[config.mk]
export PLATFORM = sky130hd
export DESIGN_NAME = extram_sram_responder_flat
export DESIGN_NICKNAME = d
export VERILOG_FILES = /design/src/rtl/extram_pkg.sv /design/src/rtl/extram_sram_responder_if.sv /design/src/rtl/extram_sram_responder_read_buffer.sv /design/src/rtl/extram_sram_responder.sv /design/src/flat_wrapper.sv
export SDC_FILE = /design/constraint.sdc
export NUM_CORES = 1
export LEC_CHECK = 0
export CAP_MARGIN = 20
export CELL_PAD_IN_SITES_DETAIL_PLACEMENT = 0
export CELL_PAD_IN_SITES_GLOBAL_PLACEMENT = 1
export CORE_UTILIZATION = 37
export CTS_BUF_LIST = sky130_fd_sc_hd__clkbuf_8
export CTS_CLUSTER_DIAMETER = 150
export DETAILED_ROUTE_END_ITERATION = 12
export HOLD_SLACK_MARGIN = 0.1
export PLACE_DENSITY = 0.94
export SETUP_SLACK_MARGIN = 0.3
export SLEW_MARGIN = 5
export SYNTH_ARGS = -nofsm -noshare
export SYNTH_HDL_FRONTEND = slang
export SYNTH_SLANG_ARGS = --single-unit
export TNS_END_PERCENT = 20
[constraint.sdc]
create_clock -name clk -period 3.9 [get_ports clk]
set_clock_uncertainty 0.2 [all_clocks]
set_input_delay 0.975 -clock clk [delete_from_list [all_inputs] [get_ports clk]]
set_output_delay 0.975 -clock clk [all_outputs]
set_load 0.02 [all_outputs]
[src/rtl/extram_pkg.sv]
// extram_pkg: shared types and constants for the external-RAM SRAM responder.
//   state_e       responder FSM state encoding (also exported on dbg_state)
//   *_ADDR_W      byte / half-word / word address widths
//   WAIT_*/TURN_* legal ranges of the WAIT_CYCLES / TURNAROUND parameters
package extram_pkg;

  typedef enum logic [2:0] {
    ST_IDLE   = 3'd0,
    ST_SETUP  = 3'd1,
    ST_ACCESS = 3'd2,
    ST_GAP    = 3'd3,
    ST_DONE   = 3'd4
  } state_e;

  localparam int BYTE_ADDR_W = 16;
  localparam int HALF_ADDR_W = 15;
  localparam int WORD_ADDR_W = 14;
  localparam int DATA_W      = 32;
  localparam int HALF_W      = 16;

  localparam int WAIT_MIN = 1;
  localparam int WAIT_MAX = 15;
  localparam int TURN_MIN = 0;
  localparam int TURN_MAX = 3;

endpackage

[src/rtl/extram_sram_responder_if.sv]
// extram_sram_responder_if: CPU-side external-RAM request/response bus.
//   bus_valid/bus_addr/bus_wdata/bus_wstrb  request from the CPU wrapper
//   bus_rdata/bus_ready                     response from the responder
// Modports: master (CPU wrapper side), slave (responder side).
//
// Handshake: the master raises bus_valid with a stable request and holds it
// until it sees bus_ready. bus_ready is a single-cycle completion pulse; the
// request is consumed when bus_valid is seen in IDLE, not when bus_ready is
// high. bus_wstrb == 0 encodes a read. bus_rdata is valid in the bus_ready
// cycle and holds until the next request is accepted.
interface extram_sram_responder_if;
  import extram_pkg::*;

  logic                   bus_valid;
  logic [BYTE_ADDR_W-1:0] bus_addr;
  logic [DATA_W-1:0]      bus_wdata;
  logic [3:0]             bus_wstrb;
  logic [DATA_W-1:0]      bus_rdata;
  logic                   bus_ready;

  modport master (
    output bus_valid, bus_addr, bus_wdata, bus_wstrb,
    input  bus_rdata, bus_ready
  );

  modport slave (
    input  bus_valid, bus_addr, bus_wdata, bus_wstrb,
    output bus_rdata, bus_ready
  );

endinterface

[src/rtl/extram_sram_responder_read_buffer.sv]
// extram_read_buffer: single-entry {valid, word address, data} read cache.
//   lookup_addr/hit/hit_data  combinational tag compare against the entry
//   fill_en/fill_addr/fill_data   load the entry after a completed read
//   inval_en/inval_addr           drop the entry when a write hits its word
// Fill has priority over invalidate; both never occur in the same cycle.
module extram_read_buffer
  import extram_pkg::*;
(
  input  logic                   clk,
  input  logic                   rst,
  input  logic [WORD_ADDR_W-1:0] lookup_addr,
  output logic                   hit,
  output logic [DATA_W-1:0]      hit_data,
  input  logic                   fill_en,
  input  logic [WORD_ADDR_W-1:0] fill_addr,
  input  logic [DATA_W-1:0]      fill_data,
  input  logic                   inval_en,
  input  logic [WORD_ADDR_W-1:0] inval_addr
);

  logic                   valid_q;
  logic [WORD_ADDR_W-1:0] tag_q;
  logic [DATA_W-1:0]      data_q;

  always_ff @(posedge clk or posedge rst) begin
    if (rst) begin
      valid_q <= 1'b0;
      tag_q   <= '0;
      data_q  <= '0;
    end else if (fill_en) begin
      valid_q <= 1'b1;
      tag_q   <= fill_addr;
      data_q  <= fill_data;
    end else if (inval_en && (inval_addr == tag_q)) begin
      valid_q <= 1'b0;
    end
  end

  assign hit      = valid_q && (tag_q == lookup_addr);
  assign hit_data = data_q;

endmodule

[src/rtl/extram_sram_responder.sv]
// extram_sram_responder: serves 32-bit external-RAM bus requests from an
// asynchronous 16-bit SRAM with two half-word accesses and a ready pulse.
// Parameters: WAIT_CYCLES (1..15) cycles per half with OE_n/WE_n low;
//             TURNAROUND  (0..3)  all-strobes-high cycles between halves.
// Ports: clk, rst (async, active high); bus (slave modport of
//   extram_sram_responder_if); sram_a/sram_dq_out/sram_dq_in/sram_dq_oe and
//   active-low strobes sram_ce_n/oe_n/we_n/lb_n/ub_n; dbg_state (FSM state).
// Build option: EXTRAM_SRAM_RESPONDER_READ_BUFFER_EN adds a one-entry read
//   buffer so repeated reads of the same word skip the SRAM.
module extram_sram_responder
  import extram_pkg::*;
#(
  parameter int WAIT_CYCLES = 1,
  parameter int TURNAROUND  = 0
) (
  input  logic                   clk,
  input  logic                   rst,
  extram_sram_responder_if.slave bus,
  output logic [HALF_ADDR_W-1:0] sram_a,
  output logic [HALF_W-1:0]      sram_dq_out,
  input  logic [HALF_W-1:0]      sram_dq_in,
  output logic                   sram_dq_oe,
  output logic                   sram_ce_n,
  output logic                   sram_oe_n,
  output logic                   sram_we_n,
  output logic                   sram_lb_n,
  output logic                   sram_ub_n,
  output state_e                 dbg_state
);

  if (WAIT_CYCLES < WAIT_MIN || WAIT_CYCLES > WAIT_MAX ||
      TURNAROUND < TURN_MIN || TURNAROUND > TURN_MAX) begin : g_bad_param
    $error("extram_sram_responder: WAIT_CYCLES/TURNAROUND out of range");
  end

  localparam logic [3:0] WAIT_LAST = 4'(WAIT_CYCLES - 1);
  localparam logic [3:0] TURN_LAST = 4'(TURNAROUND - 1);

  state_e                 state_q, state_d;
  logic                   half_q, half_d;
  logic [3:0]             cnt_q, cnt_d;
  logic [WORD_ADDR_W-1:0] addr_q, addr_d;
  logic [DATA_W-1:0]      wdata_q, wdata_d;
  logic [3:0]             wstrb_q, wstrb_d;
  logic [DATA_W-1:0]      rdata_q, rdata_d;
  logic                   is_read;
  logic                   unused_addr_lsb;

  assign is_read         = (wstrb_q == 4'b0000);
  assign unused_addr_lsb = ^bus.bus_addr[1:0];

`ifdef EXTRAM_SRAM_RESPONDER_READ_BUFFER_EN
  logic              buf_hit;
  logic [DATA_W-1:0] buf_data;
  logic              fill_en, inval_en;

  extram_read_buffer u_read_buffer (
    .clk         (clk),
    .rst         (rst),
    .lookup_addr (bus.bus_addr[BYTE_ADDR_W-1:2]),
    .hit         (buf_hit),
    .hit_data    (buf_data),
    .fill_en     (fill_en),
    .fill_addr   (addr_q),
    .fill_data   ({sram_dq_in, rdata_q[HALF_W-1:0]}),
    .inval_en    (inval_en),
    .inval_addr  (bus.bus_addr[BYTE_ADDR_W-1:2])
  );
`endif

  always_ff @(posedge clk or posedge rst) begin
    if (rst) begin
      state_q <= ST_IDLE;
      half_q  <= 1'b0;
      cnt_q   <= '0;
      addr_q  <= '0;
      wdata_q <= '0;
      wstrb_q <= '0;
      rdata_q <= '0;
    end else begin
      state_q <= state_d;
      half_q  <= half_d;
      cnt_q   <= cnt_d;
      addr_q  <= addr_d;
      wdata_q <= wdata_d;
      wstrb_q <= wstrb_d;
      rdata_q <= rdata_d;
    end
  end

  always_comb begin
    state_d = state_q;
    half_d  = half_q;
    cnt_d   = cnt_q;
    addr_d  = addr_q;
    wdata_d = wdata_q;
    wstrb_d = wstrb_q;
    rdata_d = rdata_q;
`ifdef EXTRAM_SRAM_RESPONDER_READ_BUFFER_EN
    fill_en  = 1'b0;
    inval_en = 1'b0;
`endif

    case (state_q)
      ST_IDLE: begin
        if (bus.bus_valid) begin
          addr_d  = bus.bus_addr[BYTE_ADDR_W-1:2];
          wdata_d = bus.bus_wdata;
          wstrb_d = bus.bus_wstrb;
          cnt_d   = '0;
          // A write that touches only the upper bytes skips the low half.
          half_d  = (bus.bus_wstrb != 4'b0000) && (bus.bus_wstrb[1:0] == 2'b00);
          state_d = ST_SETUP;
`ifdef EXTRAM_SRAM_RESPONDER_READ_BUFFER_EN
          inval_en = (bus.bus_wstrb != 4'b0000);
          if ((bus.bus_wstrb == 4'b0000) && buf_hit) begin
            rdata_d = buf_data;
            state_d = ST_DONE;
          end
`endif
        end
      end
      ST_SETUP: begin
        cnt_d   = '0;
        state_d = ST_ACCESS;
      end
      ST_ACCESS: begin
        if (cnt_q == WAIT_LAST) begin
          if (is_read) begin
            if (half_q) rdata_d[DATA_W-1:HALF_W] = sram_dq_in;
            else        rdata_d[HALF_W-1:0]      = sram_dq_in;
          end
          cnt_d = '0;
          if (!half_q && (is_read || (wstrb_q[3:2] != 2'b00))) begin
            if (TURNAROUND == 0) begin
              half_d  = 1'b1;
              state_d = ST_SETUP;
            end else begin
              state_d = ST_GAP;
            end
          end else begin
            state_d = ST_DONE;
`ifdef EXTRAM_SRAM_RESPONDER_READ_BUFFER_EN
            fill_en = is_read;
`endif
          end
        end else begin
          cnt_d = cnt_q + 4'd1;
        end
      end
      ST_GAP: begin
        if (cnt_q == TURN_LAST) begin
          half_d  = 1'b1;
          state_d = ST_SETUP;
        end else begin
          cnt_d = cnt_q + 4'd1;
        end
      end
      ST_DONE: state_d = ST_IDLE;
      default: state_d = ST_IDLE;
    endcase

    // SRAM pins decode from registered state only, so address and write
    // data stay put from SETUP until the next half (or next request).
    sram_a      = {addr_q, half_q};
    sram_dq_out = half_q ? wdata_q[DATA_W-1:HALF_W] : wdata_q[HALF_W-1:0];
    sram_dq_oe  = 1'b0;
    sram_ce_n   = 1'b1;
    sram_oe_n   = 1'b1;
    sram_we_n   = 1'b1;
    sram_lb_n   = 1'b1;
    sram_ub_n   = 1'b1;
    if ((state_q == ST_SETUP) || (state_q == ST_ACCESS)) begin
      sram_ce_n  = 1'b0;
      sram_dq_oe = !is_read;
      if (is_read) begin
        sram_lb_n = 1'b0;
        sram_ub_n = 1'b0;
      end else begin
        sram_lb_n = half_q ? !wstrb_q[2] : !wstrb_q[0];
        sram_ub_n = half_q ? !wstrb_q[3] : !wstrb_q[1];
      end
      if (state_q == ST_ACCESS) begin
        sram_oe_n = !is_read;
        sram_we_n = is_read;
      end
    end
  end

  assign bus.bus_ready = (state_q == ST_DONE);
  assign bus.bus_rdata = rdata_q;
  assign dbg_state     = state_q;

endmodule
[src/flat_wrapper.sv]
// flat-port wrapper written by rule: the top's interface ports become plain ports
module extram_sram_responder_flat import extram_pkg::*;
#(
  parameter int WAIT_CYCLES = 1,
  parameter int TURNAROUND  = 0
)
  (clk, rst, sram_a, sram_dq_out, sram_dq_in, sram_dq_oe, sram_ce_n, sram_oe_n, sram_we_n, sram_lb_n, sram_ub_n, dbg_state, bus_bus_valid, bus_bus_addr, bus_bus_wdata, bus_bus_wstrb, bus_bus_rdata, bus_bus_ready);
  extram_sram_responder_if bus_i ();
  input  logic clk;
  input  logic rst;
  output logic [HALF_ADDR_W-1:0] sram_a;
  output logic [HALF_W-1:0] sram_dq_out;
  input  logic [HALF_W-1:0] sram_dq_in;
  output logic sram_dq_oe;
  output logic sram_ce_n;
  output logic sram_oe_n;
  output logic sram_we_n;
  output logic sram_lb_n;
  output logic sram_ub_n;
  output state_e dbg_state;
  input wire logic [$bits(bus_i.bus_valid)-1:0] bus_bus_valid;
  input wire logic [$bits(bus_i.bus_addr)-1:0] bus_bus_addr;
  input wire logic [$bits(bus_i.bus_wdata)-1:0] bus_bus_wdata;
  input wire logic [$bits(bus_i.bus_wstrb)-1:0] bus_bus_wstrb;
  output wire logic [$bits(bus_i.bus_rdata)-1:0] bus_bus_rdata;
  output wire logic [$bits(bus_i.bus_ready)-1:0] bus_bus_ready;
  assign bus_i.bus_valid = bus_bus_valid;
  assign bus_i.bus_addr = bus_bus_addr;
  assign bus_i.bus_wdata = bus_bus_wdata;
  assign bus_i.bus_wstrb = bus_bus_wstrb;
  assign bus_bus_rdata = bus_i.bus_rdata;
  assign bus_bus_ready = bus_i.bus_ready;
  extram_sram_responder #(.WAIT_CYCLES(WAIT_CYCLES), .TURNAROUND(TURNAROUND)) u_core (.clk(clk), .rst(rst), .bus(bus_i), .sram_a(sram_a), .sram_dq_out(sram_dq_out), .sram_dq_in(sram_dq_in), .sram_dq_oe(sram_dq_oe), .sram_ce_n(sram_ce_n), .sram_oe_n(sram_oe_n), .sram_we_n(sram_we_n), .sram_lb_n(sram_lb_n), .sram_ub_n(sram_ub_n), .dbg_state(dbg_state));
endmodule
# Word level (Yosys, flattened, before mapping)
# Cells that the tools add are included.
dict set report totals {
  register_bits 90
}
dict set report classes {
  addsub 1
  n_eq_ne 10
  n_mux 27
  n_bitwise 1
  reduce_logical 24
}
# op count
set op_table {}
lappend op_table {{1-bit 2-to-1 mux} 16}
lappend op_table {{16-bit 2-to-1 mux} 1}
lappend op_table {{4-bit case mux with 4 select lines} 1}
lappend op_table {{3-bit 2-to-1 mux} 4}
lappend op_table {{4-bit 2-to-1 mux} 3}
lappend op_table {{3-bit case mux with 4 select lines} 1}
lappend op_table {{4-bit logical NOT} 2}
lappend op_table {{4-bit AND reduction} 2}
lappend op_table {{4-bit nonzero test} 2}
lappend op_table {{3-bit by 2-bit == test with 1-bit output, second input constant} 2}
lappend op_table {{1-bit logical NOT} 6}
lappend op_table {{2-bit by 1-bit inequality test with 1-bit output, second input constant} 3}
lappend op_table {{3-bit AND reduction} 2}
lappend op_table {{5-bit AND reduction} 1}
lappend op_table {{4-bit by 1-bit adder with 4-bit output, second input constant} 1}
lappend op_table {{4-bit == test, second input constant} 1}
lappend op_table {{2-bit inequality test, second input constant} 2}
lappend op_table {{3-bit by 1-bit == test with 1-bit output, second input constant} 1}
lappend op_table {{3-bit == test, second input constant} 1}
lappend op_table {{3-bit logical NOT} 1}
lappend op_table {{1-bit case mux with 3 select lines} 1}
lappend op_table {{3-bit nonzero test} 1}
lappend op_table {{1-bit logical AND} 2}
lappend op_table {{2-bit logical NOT} 1}
lappend op_table {{4 further kinds} 5}

# Logic depth before layout (Yosys ltp)
dict set report logic_depth {
  ltp_word 6
  depth_mapped 7
  mapped_depth_nobuf 5
}

# Worst setup path before layout
# No wires, ideal clock.
dict set report synth_timing {
  kind {flip-flop to output port}
  startpoint {register u_core.half_q}
  endpoint {output sram_ub_n}
  arrival_time_ps 1653
  setup_slack_ps 1072
  path_stages_with_launch 5
  path_buffers 2
  path_cell_list {dfrtp_1 > buf_2 > clkbuf_1 > mux2_2 > o21ai_0}
}
dict set report synth_via {
  elab_chain_len 3
}
# item line_no
set synth_rtl {}
lappend synth_rtl {{start: declaration} extram_sram_responder.sv:40} ;# logic half_q, half_d;
lappend synth_rtl {{start signal: assignment} extram_sram_responder.sv:82} ;# half_q <= half_d;
lappend synth_rtl {{1-bit 2-to-1 mux} extram_sram_responder.sv:181} ;# sram_ub_n = half_q ? !wstrb_q[3] : !wstrb_q[1];
lappend synth_rtl {{1-bit 2-to-1 mux} extram_sram_responder.sv:176} ;# if (is_read) begin
lappend synth_rtl {{1-bit 2-to-1 mux} extram_sram_responder.sv:173} ;# if ((state_q == ST_SETUP) || (state_q == ST_ACCESS)) begin
lappend synth_rtl {{end: declaration} flat_wrapper.sv:19} ;# output logic sram_ub_n;
# Every way passes these cells.

# Worst setup path in the final report
dict set report layout_timing {
  startpoint {register u_core.half_q}
  endpoint {output sram_dq_out[6]}
}
dict set report layout_via {
  elab_chain_len 1
}
# item line_no
set layout_rtl {}
lappend layout_rtl {{16-bit 2-to-1 mux} extram_sram_responder.sv:166} ;# sram_dq_out = half_q ? wdata_q[DATA_W-1:HALF_W] : wdata_q[HALF_W-1:0];
lappend layout_rtl {{end: declaration} flat_wrapper.sv:12} ;# output logic [HALF_W-1:0] sram_dq_out;
# Every way passes these cells.

==> Implementation_results.wiki <==
{| class="wikitable"
! Metric !! Value
|-
| Switching component of the power || 0.00162 W
|-
| Initial cell density of the core || 38.3%
|-
| Initial antenna violation count || 0
|-
| R2R setup slack || 1.45 ns
|-
| Seq pwr share || 34.3%
|-
| Clock-pin slew on the worst setup and hold paths || 0.09 ns
|-
| Startpoint type of the worst setup path || flip-flop
|-
| Status || completed
|-
| Design Area, Final || 0.00573 mm²
|-
| Routed length per placed instance || 15.5 µm
|-
| Max-slew violation count || 0
|-
| Clock tree from TritonCTS || done
|-
| Number of buffers added by the clock tree synthesis step || 9
|-
| Data arrival time at the worst-slack endpoint || 2.28 ns
|-
| Syn Area/Cell || 15.1 µm²
|-
| RSZ-0062 raised after global routing || false
|-
| Critical-path maximum fanout || 14
|-
| Clk sink count || 90
|-
| Standard cell area after detailed placement || 0.00549 mm²
|-
| Least setup slack across all paths after layout || 0.445 ns
|-
| Fraction of final layout cells sized beyond drive strength 1 || 31.9%
|-
| Clock network fraction of design power || 15.8%
|-
| I/O pins || 144
|-
| Worst EP required || 2.72 ns
|-
| Slew of the pin with the lowest slew margin || 0.656 ns
|-
| Clk Latency, worst-skew pair || 0.34 ns
|-
| Total grt overflow || 0
|-
| Portion of synthesized cell area occupied by the leading cell type || 57.0%
|-
| Final routed wirelength across all metal layers || 8460 µm
|-
| Largest net degree at the start of global routing || 57
|-
| Buffer depth of the longest clock path || 2
|-
| Max Fclk || 0.289 GHz
|-
| Quantity of hold-fixing buffers added after cts || 0
|-
| Netlist area before placement || 0.00395 mm²
|-
| Flip-flop and latch count after synthesis || 90
|-
| Proportion of power drawn by combinational gates || 49.9%
|-
| Std-Cell Core Area || 0.0103 mm²
|-
| DRC violation count after routing || 0
|-
| Sequential area share after synthesis || 57.0%
|-
| Count of warnings emitted by yosys || 0
|-
| Weighted congestion reported at the end of routability-driven placement || 0.708
|-
| Vertical die dimension || 105 µm
|-
| Accumulated negative setup slack || 0 ns
|-
| Main flop type after synthesis || dfrtp_1
|-
| Clock tree root buffer cell || clkbuf_8
|-
| Gate count of the mapped netlist || 262
|-
| Syn nets || 335
|-
| Count of H-tree levels built during CTS || 3
|-
| Crit Reg-Reg Endpoint || u_core.bus.bus_rdata[27]
|-
| Row cnt || 37
|-
| Remaining number of nets flagged by the antenna check after routing || 0
|-
| DPL Wire Length || 5960 µm
|-
| Endpoints failing setup || 0
|-
| Total iterations of the first detailed-routing run || 4
|-
| Total of cells resized after clock tree synthesis || 0
|-
| Worst setup path class || flip-flop to output pin
|-
| Leakage || 2.40 nW
|-
| Number of synthesized flops with an enable pin || 0
|-
| Die extent in x || 105 µm
|-
| Hold Path Depth || 1
|-
| Min-delay src || u_core.wdata_q[30]
|-
| Total of fill cells in the finished design || 832
|-
| Kind of capture point of the worst setup path || output pin
|-
| Floorplan die area || 0.0111 mm²
|-
| MaxCap Viol Count || 0
|-
| Type of the most critical hold path || flip-flop to flip-flop
|-
| Top post-synthesis cells by count || 90 x dfrtp_1, 80 x mux2_2, 20 x mux2_4, 7 x inv_1, 6 x buf_2
|-
| N_diodes || 0
|-
| R2R cell count || 6
|-
| Pre-CTS worst setup slack || 0.766 ns
|-
| Launching point of the worst reg2reg path || u_core.cnt_q[0]
|-
| Number of vias per cell after detailed routing || 4.87
|-
| Hold violation total from the final report || 0
|-
| Total Routing Usage GR || 16.2%
|-
| Buffers on Ports || 141
|-
| Post CTS Setup Buffer Count || 0
|-
| First-pass GRT wire length || 14,100 µm
|-
| Async S/R FF share, synth || 100%
|-
| Max VDD drop || 0.400 mV
|-
| Max-slew headroom || 56.0%
|-
| Net count of the finished layout || 476
|-
| Switching share of total power || 35.1%
|-
| Library cell with the highest instance count after synthesis || dfrtp_1
|-
| Final critical delay including setup and external delays || 3.45 ns
|-
| Worst Hold Path EP || u_core.wdata_q[30]
|-
| Drt first-iter violations || 126
|-
| Fraction of the cycle the final worst path needs || 88.6%
|-
| Internal Dissipation || 0.00299 W
|-
| Power per unit of standard cell area || 805 mW/mm²
|-
| Distinct cells, synth || 37
|-
| Area growth, synth to finish || 44.9%
|-
| Total number of vias || 2,649
|-
| Via count of the first global-routing pass || 2,814
|-
| Top cells by area, synth || dfrtp_1 57%, mux2_2 23%, mux2_4 7.6%
|-
| Yosys top cell by area || dfrtp_1
|}
==> cell families after synthesis <==
kind of cell	count (synthesis)	share of synthesized area (%)
AOI/OAI and AO/OA	13	2.25
muxes	102	30.9
adders and majority gates	2	0.633
buffers and inverters	23	3.45
and+or+nand+nor	31	5.51
xor gates and xnor gates	1	0.222
DFF	90	57.0
==> how the worst max path moves through the flow <==
| stage | start | endpoint | slack [ns] | cells after the start |
|---|---|---|---|---|
| after floorplan | rst | u_core.addr_q[0] | 0.39 | 1 |
| after global placement | u_core.half_q | sram_dq_out[6] | 0.78 | 3 |
| after detailed placement | u_core.half_q | sram_dq_out[6] | 0.77 | 3 |
| after CTS | u_core.half_q | sram_dq_out[6] | 0.36 | 3 |
| after global routing | u_core.half_q | sram_dq_out[6] | 0.30 | 3 |
| final | u_core.half_q | sram_dq_out[6] | 0.45 | 3 |
==> worst max-delay path: stages (launching register included) <==
cell             delay (ns)
dfrtp_1                0.69
buf_4                  0.32
mux2_2                 0.36
clkdlybuf4s50_1        0.56
==> layer usage <==
metal	vias up	GRT usage [%]	part of all wire (%)
li1	1215	-	-
met1	1339	20.7	43
met2	90	26.4	49
met3	5	5.81	6.8
met4	0	3.92	0.74
met5	-	0	0
==> final cells by class <==
cell class                 instances  area [µm²]  share of cell area [%]
inverter                           7        27.5                   0.481
timing repair buffer             146        1470                    25.7
clock inverter                     6        95.1                    1.66
multi-input combinational        149        1570                    27.4
clock buffer                      10         138                    2.40
tap                              136         170                    2.97
sequential                        90        2250                    39.3
==> power by group through the flow <==
stage	combinational [W]	clock [W]	sequential, W
2_1_floorplan	0.00123	0	0.00173
3_3_place_gp	0.00229	0	0.00157
3_5_place_dp	0.00232	0	0.00160
4_1_cts	0.00233	0.000757	0.00158
5_1_grt	0.00244	0.000801	0.00164
6_report	0.00230	0.000729	0.00158
==> flip-flops by register name, summed over array words and instances, names as in the netlist <==
register / count
u_core.bus.bus_rdata: 32
u_core.wdata_q: 32
u_core.addr_q: 14
u_core.cnt_q: 4
u_core.wstrb_q: 4
u_core.dbg_state: 3
u_core.half_q: 1
==> per-stage QoR <==
step | cells | power [W] | utilization, % | hold WS, ns
after floorplan | 262 | 0.00296 | - | 0.275
after global placement | 528 | 0.00386 | 53.2 | 0.284
after detailed placement | 528 | 0.00392 | 53.2 | 0.291
after CTS | 544 | 0.00467 | 55.5 | 0.311
after global routing | 544 | 0.00489 | 55.5 | 0.319
final | 544 | 0.00461 | 55.5 | 0.309
==> cell usage in the layout (no fill, tap or decap), types with 3 or more instances in the layout <==
master and count:
clkbuf_8 10, a21oi_1 3, o21ai_0 3, nand3_1 4, nor3_1 3, mux2_4 20, mux2_2 80, buf_4 3
clkdlybuf4s50_1 141, nor2_1 5, dfrtp_1 90, inv_1 6
No activity file was read; power rests on OpenSTA's default activity.
